--- config.mk ---
export PLATFORM = sky130hd
export DESIGN_NAME = rr_enc_arbiter
export DESIGN_NICKNAME = d
export VERILOG_FILES = /design/src/rtl/rr_enc_arbiter.sv
export SDC_FILE = /design/constraint.sdc
export NUM_CORES = 1
export LEC_CHECK = 0
export CAP_MARGIN = 40
export CORE_MARGIN = 2
export CORE_UTILIZATION = 55
export CTS_CLUSTER_SIZE = 8
export DETAILED_ROUTE_END_ITERATION = 7
export PLACE_DENSITY = 0.89
export SLEW_MARGIN = 20
export SYNTH_ARGS = -nofsm -noshare
export SYNTH_HDL_FRONTEND = slang
export SYNTH_SLANG_ARGS = --single-unit
export TNS_END_PERCENT = 20
--- constraint.sdc ---
create_clock -name clk -period 3.7 [get_ports clk]
set_clock_uncertainty 0.2 [all_clocks]
set_input_delay 0.74 -clock clk [delete_from_list [all_inputs] [get_ports clk]]
set_output_delay 0.74 -clock clk [all_outputs]
set_load 0.05 [all_outputs]
--- src/rtl/rr_enc_arbiter.sv ---
// rr_enc_arbiter: round-robin arbiter for NREQ requesters with one-hot and
// binary-encoded registered grant. A grant is held until the owner drops its
// request or the resource pulses done; the search pointer then advances past
// the released owner.
// Optional feature macro: HOLD_TIMEOUT_EN -- forcibly releases a grant held
// for MAX_HOLD cycles and pulses timeout for one cycle.
module rr_enc_arbiter #(
  parameter int unsigned NREQ     = 8,
  parameter int unsigned IDXW     = 3,
  parameter int unsigned MAX_HOLD = 16
) (
  input  logic            clk,
  input  logic            rst_n,
  input  logic [NREQ-1:0] req,
  input  logic            done,
  output logic [NREQ-1:0] gnt,
  output logic [IDXW-1:0] gnt_idx,
  output logic            gnt_valid,
  output logic            timeout
);

  if (NREQ != (1 << IDXW) || MAX_HOLD < 2) begin : g_param_check
    $error("rr_enc_arbiter: unsupported parameter combination");
  end

  typedef enum logic {
    IDLE  = 1'b0,
    GRANT = 1'b1
  } state_e;

  state_e          state_q, state_d;
  logic [NREQ-1:0] gnt_q, gnt_d;
  logic [IDXW-1:0] idx_q, idx_d;
  logic [IDXW-1:0] ptr_q, ptr_d;

  logic            found;
  logic [IDXW-1:0] winner;
  logic            release_c;
  logic [IDXW-1:0] ptr_next_c;

`ifdef HOLD_TIMEOUT_EN
  localparam int unsigned CW = (MAX_HOLD > 2) ? $clog2(MAX_HOLD) : 1;
  logic [CW-1:0] hold_q, hold_d;
  logic          timeout_q, timeout_d;
`endif

  // Rotating priority search: first active request at or after ptr, wrapping.
  always_comb begin
    int unsigned pos;
    logic [IDXW-1:0] cand;
    found  = 1'b0;
    winner = '0;
    pos    = 0;
    cand   = '0;
    for (int unsigned k = 0; k < NREQ; k++) begin
      pos  = (int'(ptr_q) + k) % NREQ;
      cand = IDXW'(pos);
      if (!found && req[cand]) begin
        found  = 1'b1;
        winner = cand;
      end
    end
  end

  // Release conditions and the pointer value that skips past the current owner.
  always_comb begin
    release_c  = done | ~req[idx_q];
    ptr_next_c = (idx_q == IDXW'(NREQ - 1)) ? '0 : idx_q + 1'b1;
  end

  // Next-state and registered-output logic for the IDLE/GRANT controller.
  always_comb begin
    state_d = state_q;
    gnt_d   = gnt_q;
    idx_d   = idx_q;
    ptr_d   = ptr_q;
`ifdef HOLD_TIMEOUT_EN
    hold_d    = hold_q;
    timeout_d = 1'b0;
`endif
    case (state_q)
      IDLE: begin
        if (found) begin
          state_d = GRANT;
          gnt_d   = {{(NREQ-1){1'b0}}, 1'b1} << winner;
          idx_d   = winner;
`ifdef HOLD_TIMEOUT_EN
          hold_d  = '0;
`endif
        end
      end
      GRANT: begin
        if (release_c) begin
          state_d = IDLE;
          gnt_d   = '0;
          ptr_d   = ptr_next_c;
`ifdef HOLD_TIMEOUT_EN
        end else if (hold_q == CW'(MAX_HOLD - 1)) begin
          state_d   = IDLE;
          gnt_d     = '0;
          ptr_d     = ptr_next_c;
          timeout_d = 1'b1;
        end else begin
          hold_d = hold_q + 1'b1;
`endif
        end
      end
      default: begin
        state_d = IDLE;
        gnt_d   = '0;
      end
    endcase
  end

  // State and output registers with asynchronous active-low reset.
  always_ff @(posedge clk or negedge rst_n) begin
    if (!rst_n) begin
      state_q <= IDLE;
      gnt_q   <= '0;
      idx_q   <= '0;
      ptr_q   <= '0;
    end else begin
      state_q <= state_d;
      gnt_q   <= gnt_d;
      idx_q   <= idx_d;
      ptr_q   <= ptr_d;
    end
  end

`ifdef HOLD_TIMEOUT_EN
  // Hold counter and one-cycle timeout pulse register.
  always_ff @(posedge clk or negedge rst_n) begin
    if (!rst_n) begin
      hold_q    <= '0;
      timeout_q <= 1'b0;
    end else begin
      hold_q    <= hold_d;
      timeout_q <= timeout_d;
    end
  end

  assign timeout = timeout_q;
`else
  assign timeout = 1'b0;
`endif

  assign gnt       = gnt_q;
  assign gnt_idx   = idx_q;
  assign gnt_valid = |gnt_q;

endmodule

==> results of run 1 <==
## layer usage
| metal | GRT usage, % | part of all wire (%) | up-vias |
|---|---|---|---|
| li1 | - | - | 664 |
| met1 | 39.53 | 44 | 738 |
| met2 | 43.98 | 50 | 60 |
| met3 | 3.297 | 4.8 | 8 |
| met4 | 9.302 | 1.6 | 0 |
| met5 | 0 | 0 | - |
## logic make-up after synthesis
logic type / share of synthesized area, %
AOI/OAI and AO/OA: 22.13
xor gates and xnor gates: 1.619
adders and majority gates: 3.084
buffers and inverters: 4.703
DFF: 23.13
muxes: 32.31
other: 0.2311
and+or+nand+nor: 12.80
## worst paths after layout
check	depth (start not counted)	endpoint	slack, ps	startpoint
worst min register to register	2	gnt[6]	320	gnt[6]
worst min-delay path	2	gnt[6]	320	gnt[6]
worst max register to register	9	gnt_idx[0]	300	ptr_q[0]
max in group asynchronous	1	ptr_q[0]	2250	rst_n
worst max-delay path	8	gnt_idx[0]	280	req[7]
min in group asynchronous	1	gnt[0]	630	rst_n
## worst max-delay path, delay by kind of cell
family	cells	cell delay, ps
buf+inv	1	540
mux	3	1280
compound gates	4	850
## through the flow
stage | utilization, % | TNS [ps] | instances | area [µm²]
after floorplan | - | 0 | 149 | 1623
after global placement | 68.42 | 0 | 205 | 1903
after detailed placement | 68.42 | -58.32 | 205 | 1903
after CTS | 69.41 | 0 | 209 | 1931
after global routing | 69.41 | 0 | 209 | 1931
final | 69.41 | 0 | 209 | 1931
## cell type report
cell class	instances	area (µm²)	area share (%)
multi-input combinational	121	1171	60.66
sequential	15	375.4	19.44
timing repair buffer	32	295.3	15.29
tap	31	38.79	2.009
clock buffer	3	22.52	1.167
inverter	6	22.52	1.167
clock inverter	1	5.005	0.2592
## flip-flops by register name, indices dropped and copies added, names as in the netlist
register / cells
gnt: 8
gnt_idx: 3
ptr_q: 3
state_q: 1
## synth_stat cells (all sizes together) (3+ instances only)
cell	count
mux2	7
ha	4
inv	6
a32o	4
dfrtp	15
buf	5
and3	3
o21ai	9
mux4	14
mux2i	11
o31ai	4
nor2	5
nor2b	3
nand2	15
==> summary.md, run 1 <==
| Metric | Value |
|---|---|
| Setup Viol. Count Final | 0 |
| DIE HEIGHT | 58.32 µm |
| Critical Path Start Type | primary input |
| Number of synthesized flops with an enable pin | 0 |
| Worst-path fanout max | 9 |
| Most frequent cells in the layout | 22 x clkdlybuf4s50_1, 15 x nand2_1, 15 x dfrtp_1 |
| Total wire length | 4158 µm |
| Hpwl dp | 3289 µm |
| CP max stage cell | mux4_1 |
| Data arrival, critical path | 3420 ps |
| Vias in the first global route | 1422 |
| Worst slack at placement | -23.57 ps |
| Final setup margin | 277.2 ps |
| Die area | 3401 µm² |
| Seq/Total Area, Yosys | 23.13% |
| Clock tree buffer depth | 2 |
| Minimum clock period | 3423 ps |
| Cell count after synthesis | 149 |
| Crit-path cells | clkdlybuf4s50_1 > mux4_1 > mux2_4 > a21o_1 > a311oi_2 > o22ai_1 > o2bb2ai_1 > mux2_2 |
| Minimum hold slack | 323.8 ps |
| Clock transition at path regs | 100 ps |
| Commonest non-fill, non-tap cell in the layout | clkdlybuf4s50_1 |
| Crit end category | flop |
| DR vias | 1470 |
| Setup Fix Bufs, Post-CTS | 0 |
| Rows | 19 |
| Unique masters post-synth | 58 |
| Die Wd | 58.32 µm |
| Top cell type by total area after synthesis | dfrtp_1 |
| Post-synthesis async set-or-reset flop share | 100.0% |
| GR Util All Layers | 27.65% |
| Initial antenna violation count | 0 |
| Drt initial violations | 75 |
| TritonRoute pass-1 iters | 4 |
| Total gr overflow | 0 |
| Synth Net Count | 164 |
| Clock tree from TritonCTS | built |
| Maxcap violations | 0 |
| # port buffers | 22 |
| Slew @ Worst Pin | 643.3 ps |
| Largest net degree at the start of global routing | 18 |
| Clk sinks | 15 |
| Yosys reg bits | 15 |
| Syn avg cell area | 10.89 µm² |
| Residual DRC count | 0 |
| Core ar. | 2781 µm² |
| Via-per-instance ratio | 7.033 |
| Warnings from Yosys | 0 |
| N_diodes | 0 |
| Primary FF master, synth | dfrtp_1 |
| Routed Antenna Nets | 0 |
| Placer Congestion | 0.9307 |
| First-pass GRT wire length | 7169 µm |
| Synthesized cell area | 1623 µm² |
| Rel. slew slack | 56.98% |
| CTS buffer count | 3 |
| I/O pins | 24 |
| Post-cts repair resize count | 0 |
| Area delta synth->final | 18.97% |
| Crit Path Category | primary input to flop |
| Clock latency on the worst-skew pair | 300 ps |
| Top cell type's share of synthesized area | 23.13% |
| Area contributors post-synth | dfrtp_1 23%, mux4_2 18%, mux2i_1 6.2% |
| Hold_buf cts | 0 |
| Worst Hold Class | flop to flop |
| Achievable Freq | 292.2 MHz |
| Fillers | 181 |
| Tcrit/Tclk final | 92.51% |
| Status | finished clean |
| Nets | 194 |
| Routed wire per std cell | 19.89 µm |
| CP required | 3700 ps |
| Max H-tree Level | 1 |
| Starting Density | 58.34% |
| Share of cells above drive strength 1 | 24.72% |
| Slowest Stage Delay on Critical Path | 620 ps |
| Hold Violations, Final | 0 |
| Max Transition Viols Final | 0 |
| RSZ-0062 raised after global routing | no |
| Clk root buf | clkbuf_4 |
Power of run 1 is not shown: default switching activity piles up to over one toggle a cycle in this logic, so the estimate is an artifact.
==> run 2, diff against run 1 <==
Settings changed: CORE_MARGIN 2 to 10.
==> summary.md, run 2 (synthesized netlist as in run 1, its figures left out) <==
| Metric | Value |
|---|---|
| CP max stage cell | mux4_1 |
| Residual DRC count | 0 |
| Fin cells | 208 |
| Top Family by Delay on Critical Path | multiplexers |
| Hold Violations, Final | 0 |
| N_diodes | 0 |
| Stages on worst setup path | 9 |
| CP required | 3670 ps |
| Die Wd | 74.32 µm |
| Vias in the first global route | 1481 |
| Commonest non-fill, non-tap cell in the layout | clkdlybuf4s50_1 |
| Core ar. | 2781 µm² |
| Worst slack at placement | -49.16 ps |
| Crit-path cells | inv_1 > ha_1 > mux4_1 > mux2_4 > a21o_1 > a311oi_2 > o22ai_1 > o2bb2ai_1 > mux2_2 |
| Starting Density | 58.34% |
| Tcrit/Tclk final | 96.69% |
| Crit end category | flop |
| CTS buffer count | 3 |
| Slowest Stage Delay on Critical Path | 650 ps |
| Final setup margin | 122.4 ps |
| Largest net degree at the start of global routing | 18 |
| Clk root buf | clkbuf_4 |
| First-pass GRT wire length | 7590 µm |
| GR Util All Layers | 17.10% |
| Maxcap violations | 0 |
| RSZ-0062 raised after global routing | no |
| Achievable Freq | 279.5 MHz |
| Die area | 5523 µm² |
| Hold Path Cell Cnt | 2 |
| Worst Hold Class | flop to flop |
| Fin Setup TNS | 0 ps |
| Crit Path Category | flop to flop |
| Max reg flops | 8 |
| Inst Count DP | 204 |
| Slew @ Worst Pin | 676.6 ps |
| Clock transition at path regs | 90 ps |
| Data arrival, critical path | 3550 ps |
| Setup Viol. Count Final | 0 |
| Total gr overflow | 0 |
| Total wire length | 4648 µm |
| Drt initial violations | 224 |
| Placer Congestion | 0.9001 |
| DR vias | 1543 |
| Multi-input gate area | 1171 µm² |
| Hold_buf cts | 0 |
| Routed Antenna Nets | 0 |
| Reg2Reg Depth | 9 |
| Max Transition Viols Final | 0 |
| Hpwl dp | 3578 µm |
| Reg area | 375.4 µm² |
| Clk sinks | 15 |
| Rel. slew slack | 54.90% |
| # port buffers | 22 |
| TritonRoute pass-1 iters | 6 |
| I/O pins | 24 |
| Most frequent cells in the layout | 22 x clkdlybuf4s50_1, 15 x nand2_1, 15 x dfrtp_1 |
| DIE HEIGHT | 74.32 µm |
| Post-cts repair resize count | 0 |
| Critical Path Start Type | flop |
| Rows | 19 |
| Minimum clock period | 3578 ps |
| Clock tree buffer depth | 2 |
| Fillers | 194 |
| Clock tree from TritonCTS | built |
| Nets | 193 |
| Status | finished clean |
| Area delta synth->final | 18.50% |
| Via-per-instance ratio | 7.418 |
| Max H-tree Level | 1 |
| Worst-path fanout max | 9 |
| Initial antenna violation count | 0 |
| Routed wire per std cell | 22.35 µm |
| Share of cells above drive strength 1 | 24.29% |
| CP Buf/Inv Count | 1 |
| Setup Fix Bufs, Post-CTS | 0 |
| Clock latency on the worst-skew pair | 280 ps |
run 2: cell types whose count changed in the layout (fill, tap and decap cells not counted):
cell   previous run  this run
buf_4            10         9
run 2: cell type report:
class,instances,area share (%)
Clock buffer,3,1.171
Timing Repair Buffer,31,14.96
Multi-Input combinational cell,121,60.90
Tap cell,31,2.017
Inverter,6,1.171
Clock inverter,1,0.2602
Sequential cell,15,19.52
run 2: path summary, 6_finish.rpt:
path	to	startpoint	slack, ps
worst min register to register	gnt[4]	gnt[4]	340
worst min-delay path	gnt[4]	gnt[4]	340
max in group asynchronous	gnt[7]	rst_n	2210
worst max register to register	gnt_idx[0]	ptr_q[0]	120
worst max-delay path	gnt_idx[0]	ptr_q[0]	120
min in group asynchronous	gnt[6]	rst_n	660
run 2: through the flow:
stage / hold slack [ps] / utilization (%) / area (µm²)
global placement: 296.1 / 68.15 / 1896
detailed placement: 314.1 / 68.15 / 1896
CTS: 335.8 / 69.14 / 1923
global route: 361.1 / 69.14 / 1923
finish: 335.7 / 69.14 / 1923
floorplan: 244.4 / - / 1623
run 2: metal layers:
layer	share of wire, %	GRT usage (%)
met1	38	22.02
met4	1.4	3.659
met5	0	0
met3	9.8	4.255
met2	51	28.41
run 2: tightest hold or removal path, cell delays in order, from the launching register on:
cell and delay [ps]:
dfrtp_1 380, nand2_1 60, o31ai_1 60
Power of run 2 is left out for the same reason.
